--- config.mk ---
export PLATFORM = sky130hd
export DESIGN_NAME = cache_mem_arbiter
export DESIGN_NICKNAME = d
export VERILOG_FILES = /design/src/rtl/cache_mem_arbiter.sv
export SDC_FILE = /design/constraint.sdc
export NUM_CORES = 1
export LEC_CHECK = 0
export ABC_CLOCK_PERIOD_IN_PS = 3900
export BUFFER_PORTS_ARGS = -buffer_cell sky130_fd_sc_hd__buf_4
export CAP_MARGIN = 20
export CORE_AREA = 2 2 560 562
export DETAILED_ROUTE_END_ITERATION = 12
export DIE_AREA = 0 0 562 564
export PLACE_DENSITY = 0.3
export SYNTH_ARGS = -nofsm -noshare
export SYNTH_HDL_FRONTEND = slang
export SYNTH_SLANG_ARGS = --single-unit
--- constraint.sdc ---
create_clock -name clk -period 3.9 [get_ports clk]
set_clock_uncertainty 0.2 [all_clocks]
set_input_delay 0.78 -clock clk [delete_from_list [all_inputs] [get_ports clk]]
set_output_delay 0.78 -clock clk [all_outputs]
set_load 0.02 [all_outputs]
--- src/rtl/cache_mem_arbiter.sv ---
// Round-robin arbiter sharing one memory line port between the I-cache and D-cache.
// Serves one transaction at a time and keeps saturating per-requester grant counters.
module cache_mem_arbiter #(
  parameter int LINE_WIDTH = 256,
  parameter int ADDR_WIDTH = 32,
  parameter int CNT_WIDTH  = 16
) (
  input  logic                  clk,
  input  logic                  rst,
  input  logic                  icache_read,
  input  logic [ADDR_WIDTH-1:0] icache_address,
  output logic [LINE_WIDTH-1:0] icache_rdata,
  output logic                  icache_resp,
  input  logic                  dcache_read,
  input  logic                  dcache_write,
  input  logic [ADDR_WIDTH-1:0] dcache_address,
  input  logic [LINE_WIDTH-1:0] dcache_wdata,
  output logic [LINE_WIDTH-1:0] dcache_rdata,
  output logic                  dcache_resp,
  output logic                  pmem_read,
  output logic                  pmem_write,
  output logic [ADDR_WIDTH-1:0] pmem_address,
  output logic [LINE_WIDTH-1:0] pmem_wdata,
  input  logic [LINE_WIDTH-1:0] pmem_rdata,
  input  logic                  pmem_resp,
  output logic                  arb_busy,
  output logic [CNT_WIDTH-1:0]  icache_grants,
  output logic [CNT_WIDTH-1:0]  dcache_grants
);

  typedef enum logic [2:0] {IDLE, SERVE_I, SERVE_D, RESP_I, RESP_D} state_e;

  state_e                state_q, state_d;
  logic                  last_d_q, last_d_d;
  logic                  dwr_q, dwr_d;
  logic [LINE_WIDTH-1:0] irdata_q, irdata_d;
  logic [LINE_WIDTH-1:0] drdata_q, drdata_d;
  logic [CNT_WIDTH-1:0]  icnt_q, icnt_d;
  logic [CNT_WIDTH-1:0]  dcnt_q, dcnt_d;
  logic                  i_req, d_req, grant_d, grant_i;

  function automatic logic [CNT_WIDTH-1:0] sat_inc(input logic [CNT_WIDTH-1:0] v);
    return (&v) ? v : v + {{(CNT_WIDTH-1){1'b0}}, 1'b1};
  endfunction

  assign i_req   = icache_read;
  assign d_req   = dcache_read | dcache_write;
  // On a tie the requester that did not win last time gets the port.
  assign grant_d = d_req && (!i_req || !last_d_q);
  assign grant_i = i_req && !grant_d;

  always_comb begin
    state_d  = state_q;
    last_d_d = last_d_q;
    dwr_d    = dwr_q;
    irdata_d = irdata_q;
    drdata_d = drdata_q;
    icnt_d   = icnt_q;
    dcnt_d   = dcnt_q;
    case (state_q)
      IDLE: begin
        if (grant_d) begin
          state_d = SERVE_D;
          dwr_d   = dcache_write;
        end else if (grant_i) begin
          state_d = SERVE_I;
        end
      end
      SERVE_I: begin
        if (pmem_resp) begin
          irdata_d = pmem_rdata;
          last_d_d = 1'b0;
          state_d  = RESP_I;
        end
      end
      SERVE_D: begin
        if (pmem_resp) begin
          drdata_d = pmem_rdata;
          last_d_d = 1'b1;
          state_d  = RESP_D;
        end
      end
      RESP_I: begin
        icnt_d  = sat_inc(icnt_q);
        state_d = IDLE;
      end
      RESP_D: begin
        dcnt_d  = sat_inc(dcnt_q);
        state_d = IDLE;
      end
      default: state_d = IDLE;
    endcase
  end

  always_ff @(posedge clk) begin
    if (rst) begin
      state_q  <= IDLE;
      last_d_q <= 1'b0;
      dwr_q    <= 1'b0;
      irdata_q <= '0;
      drdata_q <= '0;
      icnt_q   <= '0;
      dcnt_q   <= '0;
    end else begin
      state_q  <= state_d;
      last_d_q <= last_d_d;
      dwr_q    <= dwr_d;
      irdata_q <= irdata_d;
      drdata_q <= drdata_d;
      icnt_q   <= icnt_d;
      dcnt_q   <= dcnt_d;
    end
  end

  // Read/write choice is latched at grant so the strobes depend only on registered state.
  assign pmem_read     = (state_q == SERVE_I) || ((state_q == SERVE_D) && !dwr_q);
  assign pmem_write    = (state_q == SERVE_D) && dwr_q;
  assign pmem_address  = (state_q == SERVE_I) ? icache_address :
                         (state_q == SERVE_D) ? dcache_address : '0;
  assign pmem_wdata    = pmem_write ? dcache_wdata : '0;
  assign icache_resp   = (state_q == RESP_I);
  assign dcache_resp   = (state_q == RESP_D);
  assign arb_busy      = (state_q != IDLE);
  assign icache_rdata  = irdata_q;
  assign dcache_rdata  = drdata_q;
  assign icache_grants = icnt_q;
  assign dcache_grants = dcnt_q;

endmodule

* Yosys cells after proc, flatten, opt, wreduce, memory -nomap -nowiden
Index checks and enable logic that the tools add are counted.
** Operators by class
- Add/sub/neg operators :: 2
- Eq/ne operators :: 7
- Multiplexer cells :: 11
- Bitwise operators :: 3
- Reductions and logical operators :: 22
** Operators with widths (count)
- $mux W256 :: 1
- $mux W32 :: 2
- $add A16 B1 Y16 const B :: 2
- $reduce_and A16 Y1 :: 2
- $mux W3 :: 4
- $reduce_and A2 Y1 :: 5
- $pmux W3 S3 :: 1
- $eq A3 B2 Y1 const B :: 2
- $reduce_and A3 Y1 :: 2
- $logic_and A1 B1 Y1 :: 4
- $logic_not A1 Y1 :: 4
- $ne A2 B2 Y1 const B :: 2
- $eq A3 B1 Y1 const B :: 1
- $eq A3 B3 Y1 const B :: 1
- $logic_not A3 Y1 :: 1
- $ne A3 B3 Y1 const B :: 1
- $reduce_bool A3 Y1 :: 1
- $logic_or A1 B1 Y1 :: 2
- $mux W1 :: 2
- $not A1 Y1 :: 2
- $pmux W1 S2 :: 1
- $reduce_bool A2 Y1 :: 1
- $or A1 B1 Y1 :: 1
** Storage, ports and cells
- Register bits after elaboration :: 549
- Input bits :: 582
- Output and inout port bits :: 837
- Logic and storage cells :: 52

* Longest topological paths before layout
Gate-level depths: netlist of run 1.
- Depth after elaboration :: 8
- Gate-level depth with buffers :: 8
- Gate-level depth less buffers :: 5

* Least setup slack after synthesis of run 1
No wires, ideal clock.
- Path type :: flip-flop to output port
- From :: register state_q[2]
- To :: output port pmem_wdata[100]
- Arrival :: 1.757 ns
- Required time :: 2.920 ns
- Path slack :: 1.163 ns
- Stages on the path, launching flop included :: 7
- Cells stage by stage :: dfxtp_1 -> clkbuf_1 -> nor3b_1 -> clkbuf_1 -> buf_2 -> clkbuf_1 -> and3_1
** Between the ends
- Word-level cells in the longest chain between the ends :: 3
** RTL lines
- start, declared :: RTL line 33 : state_e state_q, state_d;
- start signal, assigned :: RTL line 105 : state_q <= state_d;
- $eq A3 B2 Y1 :: RTL line 117 : assign pmem_write = (state_q == SERVE_D) && dwr_q;
- $logic_and A1 B1 Y1 :: RTL line 117
- $mux W256 :: RTL line 120 : assign pmem_wdata = pmem_write ? dcache_wdata : '0;
- end, declared :: RTL line 23 : output logic [LINE_WIDTH-1:0] pmem_wdata,
No other way between the ends.

* Worst setup path in the final report of run 1
- From :: register state_q[1]
- To :: output port pmem_wdata[65]
Same word-level chain as after synthesis.

==> results of run 1 <==
==> cells by family after synthesis <==
| logic type | synth area share [%] |
|---|---|
| simple gates | 28.5 |
| compound gates | 14.8 |
| flops | 51.2 |
| buf+inv | 4.71 |
| mux | 0.711 |
| fa+ha+maj | 0.117 |
==> final cells by class <==
type	instances	area [um^2]
Antenna cell	123	308
Clock buffer	112	2270
Clock inverter	24	320
Fill cell	36100	270000
Inverter	6	22.5
Multi-Input combinational cell	2007	9500
Sequential cell	549	11000
Tap cell	4140	5180
Timing Repair Buffer	1612	12800
==> power by group <==
part / leakage [nW] / switching (mW) / internal (mW)
Combinational: 11.5 / 1.93 / 1.11
Clock: 1.27 / 2.99 / 4.46
Sequential: 4.45 / 0.137 / 5.80
Total: 17.3 / 5.05 / 11.4
==> synth_stat cells, drive strengths merged (2+ instances only) <==
library cell / number / area (um^2)
and4: 5 / 46.3
a31oi: 2 / 12.5
and4b: 2 / 20.0
nand2: 1040 / 3900
nor4: 5 / 31.3
a21boi: 2 / 15.0
dfxtp: 549 / 11000
a211oi: 2 / 15.0
and3: 259 / 1620
o21ai: 8 / 40.0
clkbuf: 189 / 709
mux2: 10 / 113
a22o: 32 / 280
or3: 6 / 37.5
nor3b: 4 / 40.0
and2: 6 / 37.5
nand3: 14 / 70.1
inv: 5 / 18.8
nor3: 6 / 30.0
buf: 56 / 279
nand4: 6 / 37.5
a21oi: 532 / 2660
mux2i: 4 / 40.0
o31a: 2 / 17.5
o31ai: 5 / 37.5
nor2: 23 / 86.3
nor2b: 7 / 43.8
ha: 2 / 25.0
or4: 5 / 37.5
o41ai: 2 / 17.5
==> worst max path at each step <==
stage | from | endpoint | cells past startpoint
floorplan | state_q[2]$_SDFFE_PP0P_ | pmem_wdata[100] | 6
global placement | state_q[1]$_SDFFE_PP0P_ | pmem_address[4] | 5
detailed placement | state_q[1]$_SDFFE_PP0P_ | pmem_address[4] | 5
CTS | state_q[1]$_SDFFE_PP0P_ | pmem_address[4] | 5
global route | state_q[1]$_SDFFE_PP0P_ | pmem_address[25] | 5
finish | state_q[1]$_SDFFE_PP0P_ | pmem_wdata[65] | 5
==> per-layer routing <==
metal	routed length, um	part of all wire [%]	GRT usage [%]	up-vias
li1	-	-	-	12400
met1	75200	33	12.8	12800
met2	125000	55	26.6	1198
met3	17300	7.6	4.55	290
met4	10300	4.5	5.86	32
met5	212	0.093	0	-
==> registers in the layout, indices dropped and copies added (netlist names) <==
name and cells:
dcache_rdata 256, dwr_q 1, last_d_q 1, dcache_grants 16, icache_grants 16, icache_rdata 256, state_q 3
==> metrics by stage <==
step / area (um^2) / std cells / setup WS, ns
global route: 41300 / 8552 / -0.0115
floorplan: 21500 / 2807 / 1.16
global placement: 37200 / 8190 / 0.676
CTS: 41100 / 8450 / 0.0787
finish: 41400 / 8573 / 0.169
detailed placement: 37200 / 8190 / 0.656
==> repair_timing <==
item,4_1_cts,5_1_grt
endpoints found under the setup margin,128,0
hold buffers,124,0
resized for setup,6,0
hold endpoints to repair,206,0
==> worst reg2reg max path: stages (launching register included) <==
cell and delay, ns:
dfxtp_2 0.44, nor3b_2 0.28, buf_12 0.24, and2_4 0.41
buf_4 0.55, nand2_1 0.32, a21oi_1 0.19
==> run_results.csv, run 1 <==
group,metric,value,unit
critical_path,critPathSlowestCell,"buf_12",
sta,fmaxAchievable,0.268,GHz
clock_tree,cts_setup_buffers,0,
sta,finalHoldViolCount,0,
sta,setup_tns,0,ns
synth,yosysSeqAreaShare,51.2,%
die,die_area,0.317,mm^2
die,fp.dieH,564,um
clock_tree,root_buffer,"clkbuf_16",
drt,routed_via_density,3.12,
sta,slew_headroom,32.2,%
sta,min_period,3.73,ns
power,p_per_area,397,mW/mm^2
synth,syn_nets,3391,
die,coreArea,0.311,mm^2
clock_tree,cts_buffers,81,
clock_tree,cts_sinks,549,
drt,drc,0,
clock_tree,clock_path_buffers,4,
clock_tree,cts.htree.levels,3,
synth,ys_types,51,
min_path,min_path_type,"in -> reg",
global_routing,track_usage,13.6,%
drt,via_count,26700,
global_routing,grt_max_degree,144,
global_routing,antenna_found_initial,80,
sta,setup_viol,0,
synth,synth_edf_count,0,
critical_path,critPathMostFrequentCell,"buf_12",
die,num_rows,205,
layout,syn2layout_area_growth,92.7,%
critical_path,reg2reg_slack,1.16,ns
critical_path,cp_top_family,"buffers and inverters",
clock_tree,tritoncts,"done",
critical_path,r2r_end,"dcache_rdata[10]$_SDFFE_PP0P_",
global_routing,overflow,0,
clock_tree,insertion_delay,0.76,ns
synth,async_flop_share,0,%
layout,nets,4841,
layout,final_common_cell,"buf_4",
critical_path,cp_max_fo,143,
drt,avgRoutedWirePerCell,26.5,um
critical_path,cp_cell_sequence,"nor3b_2, buf_12, buf_12, and3_1, buf_4",
critical_path,cp_num_buf_inv,3,
min_path,min_path_cells,3,
global_routing,grt_pass1_wl,284000,um
clock_tree,clk_pin_slew,0.06,ns
synth,synth_seq_cells,549,
sta,worst_pin_slew,1.00,ns
drt,drtPass1Iterations,7,
layout,most-common-layout-cells,"buf_4, nand2_1, dfxtp_1",
sta,period_share,95.7,%
power,ir_worst_vdd,0.292,mV
critical_path,rr_startpoint,"state_q[1]$_SDFFE_PP0P_",
placed_design,gp_congestion,0.916,
run_status,status,"finished, final reports clean",
power,power,16.4,mW
drt,drtIter0Drc,1588,
synth,dominantRegCellSynth,"dfxtp_1",
drt,ant_nets,0,
drt,drt_wl_total,228000,um
power,total_leakage_power,17.3,nW
die,initial_core_util,6.90,%
critical_path,max_stage_delay,0.45,ns
synth,synthCells,2807,
critical_path,endpoint_kind,"output pin",
die,ioPinCount,1419,
sta,finalHoldWorstSlack,0.0931,ns
layout,post-route-util,13.3,%
critical_path,cp-start-kind,"flip-flop",
critical_path,crit_required,2.92,ns
layout,drive_gt1_share,37.8,%
min_path,hold_path_end,"icache_rdata[113]$_SDFFE_PP0P_",
die,die_w,562,um
synth,syn_area_per_cell,7.65,um^2
global_routing,grt_pass1_vias,26300,
critical_path,cp.arrival,2.75,ns
job,drv_cap,0,
critical_path,crit_type,"reg -> out",
placed_design,port_buffers,1418,
critical_path,ff2ff_path_depth,6,
placed_design,hpwl,193000,um
synth,syn_area,0.0215,mm^2
synth,yosysWarnings,0,
sta,slew_violations,0,
min_path,hp-start,"pmem_rdata[113]",
Power figures use the tool's default switching activity.
==> run 2, diff against run 1 <==
GPL_TIMING_DRIVEN = 0   (was unset)
==> run 2 against run 1 <==
- final cell count up 1.4%
- clock power up 3.9%
- critical path depth up 3
- critical path type unchanged
- largest cell class unchanged
- highest routed layer unchanged
==> run_results.csv, run 2 (synthesis results as in run 1) <==
group,metric,value,unit
global_routing,busiest_layer,"met2",
global_routing,grtUsageMet3,4.54,%
global_routing,overflow,0,
clock_tree,insertion_delay,0.78,ns
placed_design,hpwl,212000,um
power,power,16.8,mW
layout,syn2layout_area_growth,96.5,%
clock_tree,clk_pin_slew,0.06,ns
power,p_per_area,398,mW/mm^2
die,die_w,562,um
layout,num-fill-cells,36100,
min_path,min_path_cells,3,
critical_path,cp.arrival,2.77,ns
drt,drtIter0Drc,1652,
drt,ant_nets,0,
critical_path,max_stage_delay,0.31,ns
min_path,min_path_type,"in -> reg",
layout,register_area,0.0110,mm^2
placed_design,gp_congestion,0.966,
critical_path,critPathSlowestCell,"dfxtp_1",
power,ir_worst_vdd,0.253,mV
global_routing,grt_pass1_wl,300000,um
sta,slew_violations,0,
drt,drt_wl_total,242000,um
sta,worst_pin_slew,1.07,ns
clock_tree,tritoncts,"done",
die,initial_core_util,6.90,%
critical_path,ff2ff_path_depth,9,
global_routing,grt_pass1_vias,27700,
drt,via_count,27700,
run_status,status,"finished, final reports clean",
sta,fmaxAchievable,0.266,GHz
global_routing,use_met1,14.0,%
sta,min_period,3.75,ns
critical_path,crit_required,2.92,ns
global_routing,antenna_found_initial,76,
drt,drc,0,
layout,most-common-layout-cells,"buf_4, nand2_1, dfxtp_1",
die,ioPinCount,1419,
drt,avgRoutedWirePerCell,27.8,um
sta,setup_viol,0,
layout,drive_gt1_share,37.5,%
clock_tree,cts.htree.levels,3,
die,num_rows,205,
clock_tree,root_buffer,"clkbuf_16",
placed_design,port_buffers,1418,
sta,period_share,96.3,%
layout,final_common_cell,"buf_4",
drt,routed_via_density,3.19,
critical_path,cp_max_fo,10,
die,die_area,0.317,mm^2
critical_path,endpoint_kind,"output pin",
sta,slew_headroom,29.0,%
layout,multi_input_area,0.00956,mm^2
sta,rsz0062_at_grt,"yes",
die,coreArea,0.311,mm^2
die,fp.dieH,564,um
global_routing,grt_max_degree,13,
global_routing,track_usage,14.5,%
critical_path,cp_cell_sequence,"buf_4, nor3b_4, buf_4, clkbuf_8, buf_8, clkbuf_4, and3_1, buf_8",
layout,nets,5060,
sta,setup_tns,0,ns
job,drv_cap,0,
power,total_leakage_power,17.8,nW
sta,finalHoldViolCount,0,
global_routing,grtUsageMet2,27.6,%
clock_tree,cts_sinks,549,
critical_path,crit_type,"reg -> out",
clock_tree,clock_path_buffers,4,
drt,drtPass1Iterations,6,
critical_path,cp-start-kind,"flip-flop",
clock_tree,cts_buffers,82,
## run 2: cell types whose count changed in the layout (fill, tap and decap cells not counted), sizes merged
cell | before | now
buf | 1488 | 1492
clkinv | 15 | 12
diode | 123 | 24
dlygate4sd3 | 124 | 151
clkinvlp | 2 | 4
clkbuf | 112 | 304
bufinv | 6 | 7
## run 2: layout make-up
cell class | count | share of cell area (%)
tap | 4140 | 12.3
timing repair buffer | 1587 | 29.8
buffer | 243 | 2.59
multi-input combinational | 2007 | 22.7
sequential | 549 | 26.1
antenna | 24 | 0.142
clock inverter | 24 | 0.828
clock buffer | 117 | 5.61
inverter | 6 | 0.0534
## run 2: worst max-delay path: cells and delay by family (launching register included)
kind	cells	cell delay [ns]
buffers and inverters	6	1.17
DFF	1	0.31
and+or+nand+nor	2	0.45
## run 2: timing repair
item                       CTS  global route
pin swaps                    2             0
hold buffers               151             0
resized for setup          103            31
setup endpoints to repair  309            88
setup buffers                3             0
hold endpoints to repair   244             0
## run 2: power by group
| part | switching (mW) | internal (mW) |
|---|---|---|
| clock | 3.06 | 4.67 |
| sequential | 0.125 | 5.80 |
| combinational | 1.97 | 1.17 |
| total | 5.16 | 11.6 |
## run 2: metal layers
metal	wire, um	part of all wire (%)
met5	217	0.090
met4	13500	5.6
met3	18300	7.6
met2	127000	53
met1	82100	34
## run 2: worst paths after layout
kind	slack (ns)	from	endpoint
max reg2reg	0.58	state_q[1]$_SDFFE_PP0P_	icache_rdata[192]$_SDFFE_PP0P_
min reg2reg	0.25	icache_rdata[19]$_SDFFE_PP0P_	icache_rdata[19]$_SDFFE_PP0P_
max	0.15	state_q[0]$_SDFFE_PP0P_	pmem_wdata[98]
min	0.08	pmem_rdata[162]	icache_rdata[162]$_SDFFE_PP0P_
## run 2: per-stage QoR
step / area [um^2] / utilization (%) / hold WS (ns) / std cells / setup slack [ns]
6_report: 42200 / 13.6 / 0.0804 / 8697 / 0.146
5_1_grt: 42200 / 13.6 / 0.0223 / 8689 / -0.00853
4_1_cts: 42100 / 13.5 / 0.000291 / 8673 / -0.0213
3_5_place_dp: 37500 / 12.1 / 0.248 / 8380 / -0.915
3_3_place_gp: 37300 / 12.0 / 0.243 / 8365 / -1.40
2_1_floorplan: 21500 / - / 0.258 / 2807 / 1.16
